===== src/rtl/rv32m_share_arbiter_pkg.sv =====
// Shared definitions for the RV32M share arbiter: operand width, FSM states and grant decode.
`ifndef XLEN
`define XLEN 32
`endif

package arvi_rv32m_arb_pkg;

  localparam int N_REQ_DEFAULT = 2;
  localparam int N_REQ_MAX     = 8;

  typedef enum logic [1:0] {
    ST_IDLE  = 2'd0,
    ST_ISSUE = 2'd1,
    ST_WAIT  = 2'd2,
    ST_RESP  = 2'd3
  } arb_state_e;

  // One-hot decode of a grant index, sized for the largest supported hart count.
  function automatic logic [N_REQ_MAX-1:0] gnt_onehot(input logic [2:0] idx);
    gnt_onehot = {{(N_REQ_MAX-1){1'b0}}, 1'b1} << idx;
  endfunction

endpackage


===== src/rtl/rv32m_share_arbiter_rr_pick.sv =====
// Round-robin picker: returns the first set request after `last`, wrapping modulo N.
module rr_pick #(
  parameter int N = 2,
  parameter int W = (N > 1) ? $clog2(N) : 1
) (
  input  logic [N-1:0] req,
  input  logic [W-1:0] last,
  output logic         valid,
  output logic [W-1:0] idx
);

  int pos_s;

  // Scan positions last+1 .. last+N; the first hit wins.
  always_comb begin
    valid = 1'b0;
    idx   = {W{1'b0}};
    pos_s = 0;
    for (int i = 1; i <= N; i++) begin
      pos_s = int'(last) + i;
      pos_s = (pos_s >= N) ? (pos_s - N) : pos_s;
      for (int j = 0; j < N; j++) begin
        if (!valid && (pos_s == j) && req[j]) begin
          valid = 1'b1;
          idx   = W'(j);
        end else begin
          valid = valid;
          idx   = idx;
        end
      end
    end
  end

endmodule


===== src/rtl/rv32m_share_arbiter.sv =====
// Round-robin arbiter sharing one external RV32M mul/div unit between N_REQ hart ex stages.
module rv32m_share_arbiter
  import arvi_rv32m_arb_pkg::*;
#(
  parameter int N_REQ = N_REQ_DEFAULT,
  parameter int GNT_W = (N_REQ > 1) ? $clog2(N_REQ) : 1
) (
  input  logic                   i_clk,
  input  logic                   i_rst,
  input  logic [N_REQ-1:0]       i_req,
  input  logic [N_REQ*`XLEN-1:0] i_rs1,
  input  logic [N_REQ*`XLEN-1:0] i_rs2,
  input  logic [N_REQ*3-1:0]     i_f3,
  output logic [N_REQ-1:0]       o_ack,
  output logic [`XLEN-1:0]       o_res,
  output logic                   o_busy,
  output logic [GNT_W-1:0]       o_gnt,
  output logic                   o_en,
  output logic [`XLEN-1:0]       o_rs1,
  output logic [`XLEN-1:0]       o_rs2,
  output logic [2:0]             o_f3,
  input  logic                   i_ack,
  input  logic [`XLEN-1:0]       i_res
);

  arb_state_e       state_r, state_s;
  logic [GNT_W-1:0] last_r, last_s, gnt_s, pick_idx_s;
  logic             mask_r, mask_s, pick_valid_s;
  logic [N_REQ-1:0] eff_req_s, ack_s;
  logic [`XLEN-1:0] res_s, rs1_s, rs2_s;
  logic [2:0]       f3_s;

  // The hart acked last is hidden for one IDLE cycle so its stale req is not re-issued.
  always_comb begin
    eff_req_s = i_req;
    if (mask_r) begin
      eff_req_s[last_r] = 1'b0;
    end else begin
      eff_req_s = i_req;
    end
  end

  rr_pick #(.N(N_REQ), .W(GNT_W)) u_rr_pick (
    .req   (eff_req_s),
    .last  (last_r),
    .valid (pick_valid_s),
    .idx   (pick_idx_s)
  );

  // Next-state and next-output computation for the grant/issue/wait/respond sequence.
  always_comb begin
    state_s = state_r;
    gnt_s   = o_gnt;
    rs1_s   = o_rs1;
    rs2_s   = o_rs2;
    f3_s    = o_f3;
    res_s   = o_res;
    last_s  = last_r;
    mask_s  = mask_r;
    case (state_r)
      ST_IDLE: begin
        mask_s = 1'b0;
        if (pick_valid_s) begin
          gnt_s   = pick_idx_s;
          rs1_s   = i_rs1[int'(pick_idx_s)*`XLEN +: `XLEN];
          rs2_s   = i_rs2[int'(pick_idx_s)*`XLEN +: `XLEN];
          f3_s    = i_f3[int'(pick_idx_s)*3 +: 3];
          state_s = ST_ISSUE;
        end else begin
          state_s = ST_IDLE;
        end
      end
      ST_ISSUE: state_s = ST_WAIT;
      ST_WAIT: begin
        if (i_ack) begin
          res_s   = i_res;
          state_s = ST_RESP;
        end else begin
          state_s = ST_WAIT;
        end
      end
      ST_RESP: begin
        last_s  = o_gnt;
        mask_s  = 1'b1;
        state_s = ST_IDLE;
      end
      default: state_s = ST_IDLE;
    endcase
    ack_s = (state_s == ST_RESP) ? N_REQ'(gnt_onehot(3'(o_gnt))) : {N_REQ{1'b0}};
  end

  // State and output registers; strobes are derived from the next state so they line up with it.
  always_ff @(posedge i_clk) begin
    if (i_rst) begin
      state_r <= ST_IDLE;
      o_en    <= 1'b0;
      o_ack   <= {N_REQ{1'b0}};
      o_busy  <= 1'b0;
      o_res   <= {`XLEN{1'b0}};
      o_rs1   <= {`XLEN{1'b0}};
      o_rs2   <= {`XLEN{1'b0}};
      o_f3    <= 3'd0;
      o_gnt   <= {GNT_W{1'b0}};
      last_r  <= GNT_W'(N_REQ - 1);
      mask_r  <= 1'b0;
    end else begin
      state_r <= state_s;
      o_en    <= (state_s == ST_ISSUE);
      o_ack   <= ack_s;
      o_busy  <= (state_s != ST_IDLE);
      o_res   <= res_s;
      o_rs1   <= rs1_s;
      o_rs2   <= rs2_s;
      o_f3    <= f3_s;
      o_gnt   <= gnt_s;
      last_r  <= last_s;
      mask_r  <= mask_s;
    end
  end

endmodule


===== config.mk =====
export PLATFORM = sky130hd
export DESIGN_NAME = rv32m_share_arbiter
export DESIGN_NICKNAME = d
export VERILOG_FILES = /design/src/rtl/rv32m_share_arbiter_pkg.sv /design/src/rtl/rv32m_share_arbiter_rr_pick.sv /design/src/rtl/rv32m_share_arbiter.sv
export SDC_FILE = /design/constraint.sdc
export NUM_CORES = 1
export LEC_CHECK = 0
export CORE_UTILIZATION = 42
export CTS_CLUSTER_DIAMETER = 50
export CTS_CLUSTER_SIZE = 12
export DETAILED_ROUTE_END_ITERATION = 12
export MAX_ROUTING_LAYER = met4
export PLACE_DENSITY = 0.81
export SYNTH_ARGS = -nofsm -noshare
export SYNTH_HDL_FRONTEND = slang
export SYNTH_SLANG_ARGS = --single-unit

===== constraint.sdc =====
create_clock -name i_clk -period 2.1 [get_ports i_clk]
set_input_delay 0.63 -clock i_clk [delete_from_list [all_inputs] [get_ports i_clk]]
set_output_delay 0.63 -clock i_clk [all_outputs]
set_load 0.02 [all_outputs]

==> results of run 1 <==
-- sequential cells by signal (all words and copies together), names as in the netlist --
signal and cells:
o_f3 3, o_ack 2, o_busy 1, o_en 1
last_r 1, o_rs2 32, state_r 2, mask_r 1
o_rs1 32, o_gnt 1, o_res 32
-- final cells by class --
class / instances / area [µm²]
Fill cell: 1183 / 4600
Multi-Input combinational cell: 596 / 3510
Timing Repair Buffer: 308 / 3130
Sequential cell: 108 / 2160
Clock buffer: 10 / 239
Tap cell: 180 / 225
Clock inverter: 6 / 51.3
Inverter: 6 / 22.5
-- kinds of logic after synthesis --
| family | count (synthesis) | share of synthesized area |
|---|---|---|
| and+or+nand+nor | 341 | 0.270 |
| adders and majority gates | 4 | 0.00832 |
| DFF | 108 | 0.360 |
| muxes | 3 | 0.00499 |
| AOI/OAI and AO/OA | 248 | 0.294 |
| buffers and inverters | 98 | 0.0637 |
-- synth_stat cells, drive strengths merged --
master / instances
inv: 6
a31oi: 67
nand2: 69
o2bb2ai: 1
a211oi: 2
a2111o: 67
o31ai: 1
and2: 1
buf: 22
o21a: 1
a221oi: 1
mux2i: 3
a2111oi: 1
a21oi: 35
o21ai: 72
nor3: 67
nand3: 67
clkbuf: 70
nor2: 68
nor2b: 69
dfxtp: 108
ha: 4
-- power breakdown --
group | leakage, nW | internal [mW] | total, mW | switching (mW)
logic | 2.41 | 1.89 | 4.01 | 2.13
registers | 0.889 | 2.50 | 2.91 | 0.406
clock network | 0.141 | 0.861 | 1.71 | 0.852
-- layer usage --
metal	share of wire	GRT usage	routed length, µm	vias up
li1	-	-	-	3384
met1	0.41	0.349	8480	3254
met2	0.48	0.463	9890	307
met3	0.070	0.0398	1440	45
met4	0.033	0.122	669	0
met5	0	-	0	-
-- worst min-delay path by stage --
stage / from / endpoint / slack [ps]
2_1_floorplan: last_r / o_gnt / 520
3_3_place_gp: o_res[1] / o_res[1] / 440
3_5_place_dp: o_res[14] / o_res[14] / 450
4_1_cts: o_res[14] / o_res[14] / 460
5_1_grt: o_res[14] / o_res[14] / 480
6_report: o_res[14] / o_res[14] / 460
-- what timing repair did --
action / CTS / global route
endpoints found under the setup margin: 1 / 1
hold buffers: 0 / 0
resized for setup: 1 / 1
-- stage by stage --
stage	worst slack [ps]	cell area, µm²
after global routing	7.75	9340
after CTS	20.7	9330
after detailed placement	128	9040
after global placement	214	9040
final	43.9	9340
after floorplan	218	6010
==> impl_metrics.yaml, run 1 <==
run_status:
  status: "finished clean"
cells_and_area:
  nets: 1204
  antenna_cells_inserted: 0
  area_growth_syn_to_layout_pct: 55.2
  drive_gt1_frac: 0.0580
  final_cell_mix: "clkdlybuf4s50_1 (269), dfxtp_1 (107), nand2_1 (69), nor2b_1 (69), nor2_1 (68)"
  final_core_util: 0.670
  stdcell_count: 1214
  mostFrequentLayoutCell: "clkdlybuf4s50_1"
timing:
  tightest_slew_ps: 577
  drv_slew: 0
  fin_crit_sh: 0.979
  setup_tns_ps: 0
  hold_viol_final: 0
  rsz0062_at_grt: "no"
  setup-violations-final: 0
  worst_clock_skew_ps: 8.19
  hold_ws_ps: 456
  relSlewSlack: 0.615
  period_needed_ps: 2060
  fmax_ghz: 0.486
critical_path:
  crit_family: "buffers and inverters"
  cp.depth: 1
  cp.required_ps: 1470
  max_stage_delay_ps: 650
  cp-end-kind: "primary output"
  startpoint_type: "flip-flop"
  path_buf_inv: 1
  worstPathArrival_ps: 1430
  timing.rr.start: "mask_r"
  r2r_cells: 5
  crit_fanout: 4
  slowest_stage: "clkdlybuf4s50_1"
  r2r_end: "o_rs2[11]"
  cp-startpoint: "o_rs2[1]"
  worstPathCellList: "clkdlybuf4s50_1"
  worst-r2r-setup-slack_ps: 440
  path_class: "flip-flop to primary output"
  crit_end: "o_rs2[1]"
cts:
  h-tree-depth: 3
  clkTransAtPathRegs_ps: 80
  cts_buffer_depth: 2
  postCtsSetupBuffers: 0
  cts_tree: "done"
  clk_latency_ps: 360
  cts_buffers: 9
  root_buffer: "clkbuf_16"
  clkSinkCount: 108
die:
  core-area_um2: 13900
  dieWidth_um: 122
  dieArea_um2: 14800
  die_h_um: 122
  rows: 43
  io_pins: 275
  initial_core_util: 0.432
min_path:
  holdPathStages: 2
  hp-class: "flip-flop to flip-flop"
placement:
  gp_congestion: 0.808
  dp_hpwl_um: 14100
  dp_cells: 1198
  port_buffers: 274
global_route:
  antenna_found_initial: 0
  grt_pass1_vias: 6631
  grt.total_usage: 0.284
  grt_max_degree: 53
  grt_pass1_wl_um: 32500
  gr-total-overflow: 0
power:
  power_mw: 8.63
  power_density_nw_per_um2: 925
  ir_drop_mv: 0.562
  leakagePower_nw: 3.44
detailed_routing:
  drt_iter0_markers: 614
  firstDrtPassIters: 4
  vias: 6990
  drc: 0
  post_drt_via_cell_ratio: 5.76
  ant_nets: 0
  routedWlPerCell_um: 16.9
  routed_wirelength_um: 20500
logic_synthesis:
  syn_inst: 802
  yosysWarnings: 0
  synth_cell_types: 24
  synth_area_per_cell_um2: 7.50
  synth-seq-cells: 108
  netlist_area_um2: 6010
  synthesis.nets: 977
  yosys.area.top_type: "dfxtp_1"
  ys_seq_area_frac: 0.360
  yosysTopAreaCellShare: 0.360
  yosys-top-cells-area: "dfxtp_1 (36%), a2111o_1 (13%), nor2b_1 (7.2%), a31oi_1 (7.0%), nand3_1 (5.6%)"
job:
  max_cap_violations: 0
Power figures use the tool's default switching activity.
==> inputs of run 2 (changes only) <==
--- a/config.mk
+++ b/config.mk
@@ -9,7 +9,6 @@
 export CTS_CLUSTER_DIAMETER = 50
 export CTS_CLUSTER_SIZE = 12
 export DETAILED_ROUTE_END_ITERATION = 12
-export MAX_ROUTING_LAYER = met4
 export PLACE_DENSITY = 0.81
 export SYNTH_ARGS = -nofsm -noshare
 export SYNTH_HDL_FRONTEND = slang
==> run 2 against run 1 <==
Effect of this change:
- wire length up 0.29%
- cell count unchanged
- sequential cell count did not move
- power is essentially flat
- global-route usage down 0.80 points
- sequential power about the same
- largest cell class unchanged
==> impl_metrics.yaml, run 2 (synthesized netlist as in run 1, its figures left out) <==
cells_and_area:
  final_core_util: 0.670
  final_cell_mix: "clkdlybuf4s50_1 (269), dfxtp_1 (107), nand2_1 (69), nor2b_1 (69), nor2_1 (68)"
  mostFrequentLayoutCell: "clkdlybuf4s50_1"
  fillers: 1183
  nets: 1204
  area_growth_syn_to_layout_pct: 55.2
  reg_top3: "o_res: 32 flops, o_rs1: 32 flops, o_rs2: 32 flops"
  seq_area_um2: 2160
  multiInputGateArea_um2: 3510
  drive_gt1_frac: 0.0580
  antenna_cells_inserted: 0
critical_path:
  cp-end-kind: "primary output"
  crit_family: "buffers and inverters"
  path_buf_inv: 1
  max_stage_delay_ps: 640
  worstPathArrival_ps: 1420
  crit_fanout: 4
  cp.required_ps: 1470
  worstPathCellList: "clkdlybuf4s50_1"
  startpoint_type: "flip-flop"
  slowest_stage: "clkdlybuf4s50_1"
  path_class: "flip-flop to primary output"
timing:
  hold_viol_final: 0
  rsz0062_at_grt: "no"
  fin_crit_sh: 0.976
  tightest_slew_ps: 582
  worst_clock_skew_ps: 8.24
  setup_tns_ps: 0
  drv_slew: 0
  setup-violations-final: 0
  period_needed_ps: 2050
  relSlewSlack: 0.612
  fmax_ghz: 0.488
placement:
  port_buffers: 274
  gp_congestion: 0.797
  dp_hpwl_um: 14100
power:
  power_density_nw_per_um2: 925
  leakagePower_nw: 3.44
  ir_drop_mv: 0.559
die:
  rows: 43
  initial_core_util: 0.432
  die_h_um: 122
  dieWidth_um: 122
  dieArea_um2: 14800
  core-area_um2: 13900
  io_pins: 275
cts:
  h-tree-depth: 3
  clk_latency_ps: 360
  cts_buffers: 9
  clkSinkCount: 108
  cts_buffer_depth: 2
  clkTransAtPathRegs_ps: 80
  cts_tree: "done"
  root_buffer: "clkbuf_16"
global_route:
  grt_pass1_vias: 6609
  gr-total-overflow: 0
  antenna_found_initial: 0
  grt_max_degree: 53
  grt_pass1_wl_um: 32500
  grt.total_usage: 0.276
detailed_routing:
  drc: 0
  drt_iter0_markers: 572
  ant_nets: 0
  routedWlPerCell_um: 16.9
  post_drt_via_cell_ratio: 5.75
  routed_wirelength_um: 20500
  firstDrtPassIters: 5
  vias: 6975
job:
  max_cap_violations: 0
run_status:
  status: "finished clean"
min_path:
  hp-class: "flip-flop to flip-flop"
## run 2: cell counts in the layout (fill, tap and decap cells not counted)
Identical to the previous run, type by type.
## run 2: worst register-to-register path: stages, from the launching register on
cell      delay [ps]
dfxtp_2          320
buf_4            230
buf_4            300
nor2b_1          190
a2111o_1         400
a31oi_1          150
## run 2: final cells by class
cell class                 count  share of cell area
inverter                       6             0.00241
timing repair buffer         308               0.335
multi-input combinational    596               0.376
clock inverter                 6             0.00550
tap                          180              0.0241
clock buffer                  10              0.0256
sequential                   108               0.232
## run 2: stage by stage
stage                     cells  instance area [µm²]  hold slack [ps]  power [mW]  setup WS, ps
after detailed placement   1198                 9040              446        6.96           128
after CTS                  1214                 9330              457        8.68          20.7
after floorplan             802                 6010              518        5.10           218
final                      1214                 9340              456        8.63          50.3
after global routing       1214                 9340              476        9.16          3.94
after global placement     1198                 9040              441        6.88           214
## run 2: worst paths after layout
check,start,endpoint,slack (ps),depth (start not counted)
setup reg to reg,mask_r,o_rs1[1],430,5
hold / removal,o_res[29],o_res[29],460,2
setup / recovery,o_rs1[13],o_rs1[13],50,1
hold reg to reg,o_res[29],o_res[29],460,2
## run 2: repair_timing
item / in CTS / in global routing
setup endpoints to repair: 1 / 1
buffers inserted: 0 / 0
resized for setup: 1 / 1
hold buffers: 0 / 0
## run 2: report_power, final
| group | internal [mW] | switching [mW] | leakage [nW] |
|---|---|---|---|
| combinational | 1.89 | 2.13 | 2.41 |
| sequential | 2.50 | 0.407 | 0.889 |
| clock | 0.861 | 0.848 | 0.141 |
## run 2: routing by layer
layer	vias up	global-route usage	part of all wire
met5	-	0	0
met4	0	0.122	0.032
met3	47	0.0492	0.072
met2	303	0.462	0.48
met1	3241	0.344	0.42
li1	3384	-	-
==> inputs of run 3 (changes only) <==
--- a/config.mk
+++ b/config.mk
@@ -9,7 +9,7 @@
 export CTS_CLUSTER_DIAMETER = 50
 export CTS_CLUSTER_SIZE = 12
 export DETAILED_ROUTE_END_ITERATION = 12
-export PLACE_DENSITY = 0.81
+export PLACE_DENSITY_LB_ADDON = 0.1
 export SYNTH_ARGS = -nofsm -noshare
 export SYNTH_HDL_FRONTEND = slang
 export SYNTH_SLANG_ARGS = --single-unit
==> run 3 against run 2 <==
Effect of this change:
- critical path type unchanged
- largest power group unchanged
- clock-buffer cell count fell by 1
- via count fell by 1.1%
- cell count fell by 0.16%
- largest cell class unchanged
==> impl_metrics.yaml, run 3 (synthesized netlist as in run 1, its figures left out) <==
critical_path:
  crit_fanout: 4
  cp.depth: 1
  path_buf_inv: 1
  worstPathArrival_ps: 1410
  cp-end-kind: "primary output"
  r2r_cells: 4
  timing.rr.start: "last_r"
  startpoint_type: "flip-flop"
  r2r_end: "o_rs1[13]"
  path_class: "flip-flop to primary output"
  worst-r2r-setup-slack_ps: 430
  crit_family: "buffers and inverters"
  slowest_stage: "clkdlybuf4s50_1"
  crit_end: "o_rs2[3]"
  worstPathCellList: "clkdlybuf4s50_1"
  cp.required_ps: 1470
  cp-startpoint: "o_rs2[3]"
  max_stage_delay_ps: 660
power:
  combPwrFrac: 0.458
  power_density_nw_per_um2: 930
  ir_drop_mv: 0.481
  p_sw_frac: 0.388
  p_seq_frac: 0.335
  clkPwrFrac: 0.206
  p_sw_mw: 3.36
  leakagePower_nw: 3.44
  p_int_mw: 5.31
job:
  max_cap_violations: 0
placement:
  port_buffers: 274
  gp_congestion: 0.764
  dp_hpwl_um: 13600
detailed_routing:
  post_drt_via_cell_ratio: 5.69
  vias: 6895
  drc: 0
  firstDrtPassIters: 4
  routed_wirelength_um: 20700
  drt_iter0_markers: 503
  routedWlPerCell_um: 17.1
  ant_nets: 0
cts:
  cts_buffer_depth: 2
  cts_tree: "done"
  cts_resized: 0
  cts_buffers: 9
  clkSinkCount: 108
  postCtsSetupBuffers: 0
  h-tree-depth: 3
  root_buffer: "clkbuf_16"
  clkTransAtPathRegs_ps: 80
  ctsHoldBuffers: 0
  clk_latency_ps: 350
timing:
  relSlewSlack: 0.729
  rsz0062_at_grt: "no"
  setup_tns_ps: 0
  drv_slew: 0
  setup-violations-final: 0
  fin_crit_sh: 0.969
  period_needed_ps: 2040
  fmax_ghz: 0.491
  tightest_slew_ps: 398
  hold_ws_ps: 455
  worst_clock_skew_ps: 8.48
  hold_viol_final: 0
min_path:
  hp-class: "flip-flop to flip-flop"
die:
  initial_core_util: 0.432
  io_pins: 275
  core-area_um2: 13900
  rows: 43
  dieWidth_um: 122
  dieArea_um2: 14800
  die_h_um: 122
global_route:
  grt_max_degree: 58
  grt_pass1_vias: 6501
  grt_pass1_wl_um: 32500
  grt.total_usage: 0.275
  antenna_found_initial: 0
  gr-total-overflow: 0
cells_and_area:
  reg_top3: "o_res: 32 flops, o_rs1: 32 flops, o_rs2: 32 flops"
  seq_area_um2: 2160
  mostFrequentLayoutCell: "clkdlybuf4s50_1"
  multiInputGateArea_um2: 3510
  area_growth_syn_to_layout_pct: 55.1
  final_cell_mix: "clkdlybuf4s50_1 (270), dfxtp_1 (107), nand2_1 (69), nor2b_1 (69), nor2_1 (68)"
  nets: 1203
  antenna_cells_inserted: 0
  fillers: 1209
  drive_gt1_frac: 0.0562
run_status:
  status: "finished clean"
==> run 3: metrics by stage <==
stage               area [µm²]  std cells   util  worst slack [ps]  power, mW
floorplan                 6010        802      -               218       5.10
finish                    9330       1212  0.669              64.5       8.67
global placement          9020       1197  0.648               231       6.87
detailed placement        9020       1197  0.648               179       6.93
global route              9330       1212  0.669              28.3       9.18
CTS                       9330       1212  0.669              7.62       8.73
==> run 3: metal layers <==
layer | routed length [µm] | share of wire | up-vias | GRT usage
met1 | 8990 | 0.43 | 3246 | 0.344
met5 | 0 | 0 | - | 0
met4 | 352 | 0.017 | 0 | 0.0980
li1 | - | - | 3388 | -
met3 | 1500 | 0.072 | 25 | 0.0590
met2 | 9890 | 0.48 | 236 | 0.462
==> run 3: worst min-delay path by stage <==
stage / from / to / cells after the start
floorplan: last_r / o_gnt / 1
global placement: o_res[11] / o_res[11] / 2
detailed placement: o_res[19] / o_res[19] / 2
CTS: o_res[19] / o_res[19] / 2
global route: o_res[5] / o_res[5] / 2
finish: o_res[11] / o_res[11] / 2
==> run 3: area by class of cell <==
class / instances / share of cell area
well taps: 180 / 0.0241
clock inverters: 6 / 0.00818
clock buffers: 9 / 0.0241
multi-input cells: 596 / 0.376
repair buffers: 307 / 0.333
inverters: 6 / 0.00241
flip-flops and latches: 108 / 0.232
==> run 3: power by group through the flow <==
stage          Sequential (mW)  Combinational [mW]  Clock [mW]
2_1_floorplan             3.42                1.68           0
3_3_place_gp              2.93                3.94           0
3_5_place_dp              2.95                3.98           0
4_1_cts                   2.91                4.00        1.82
5_1_grt                   2.98                4.31        1.89
6_report                  2.91                3.98        1.79
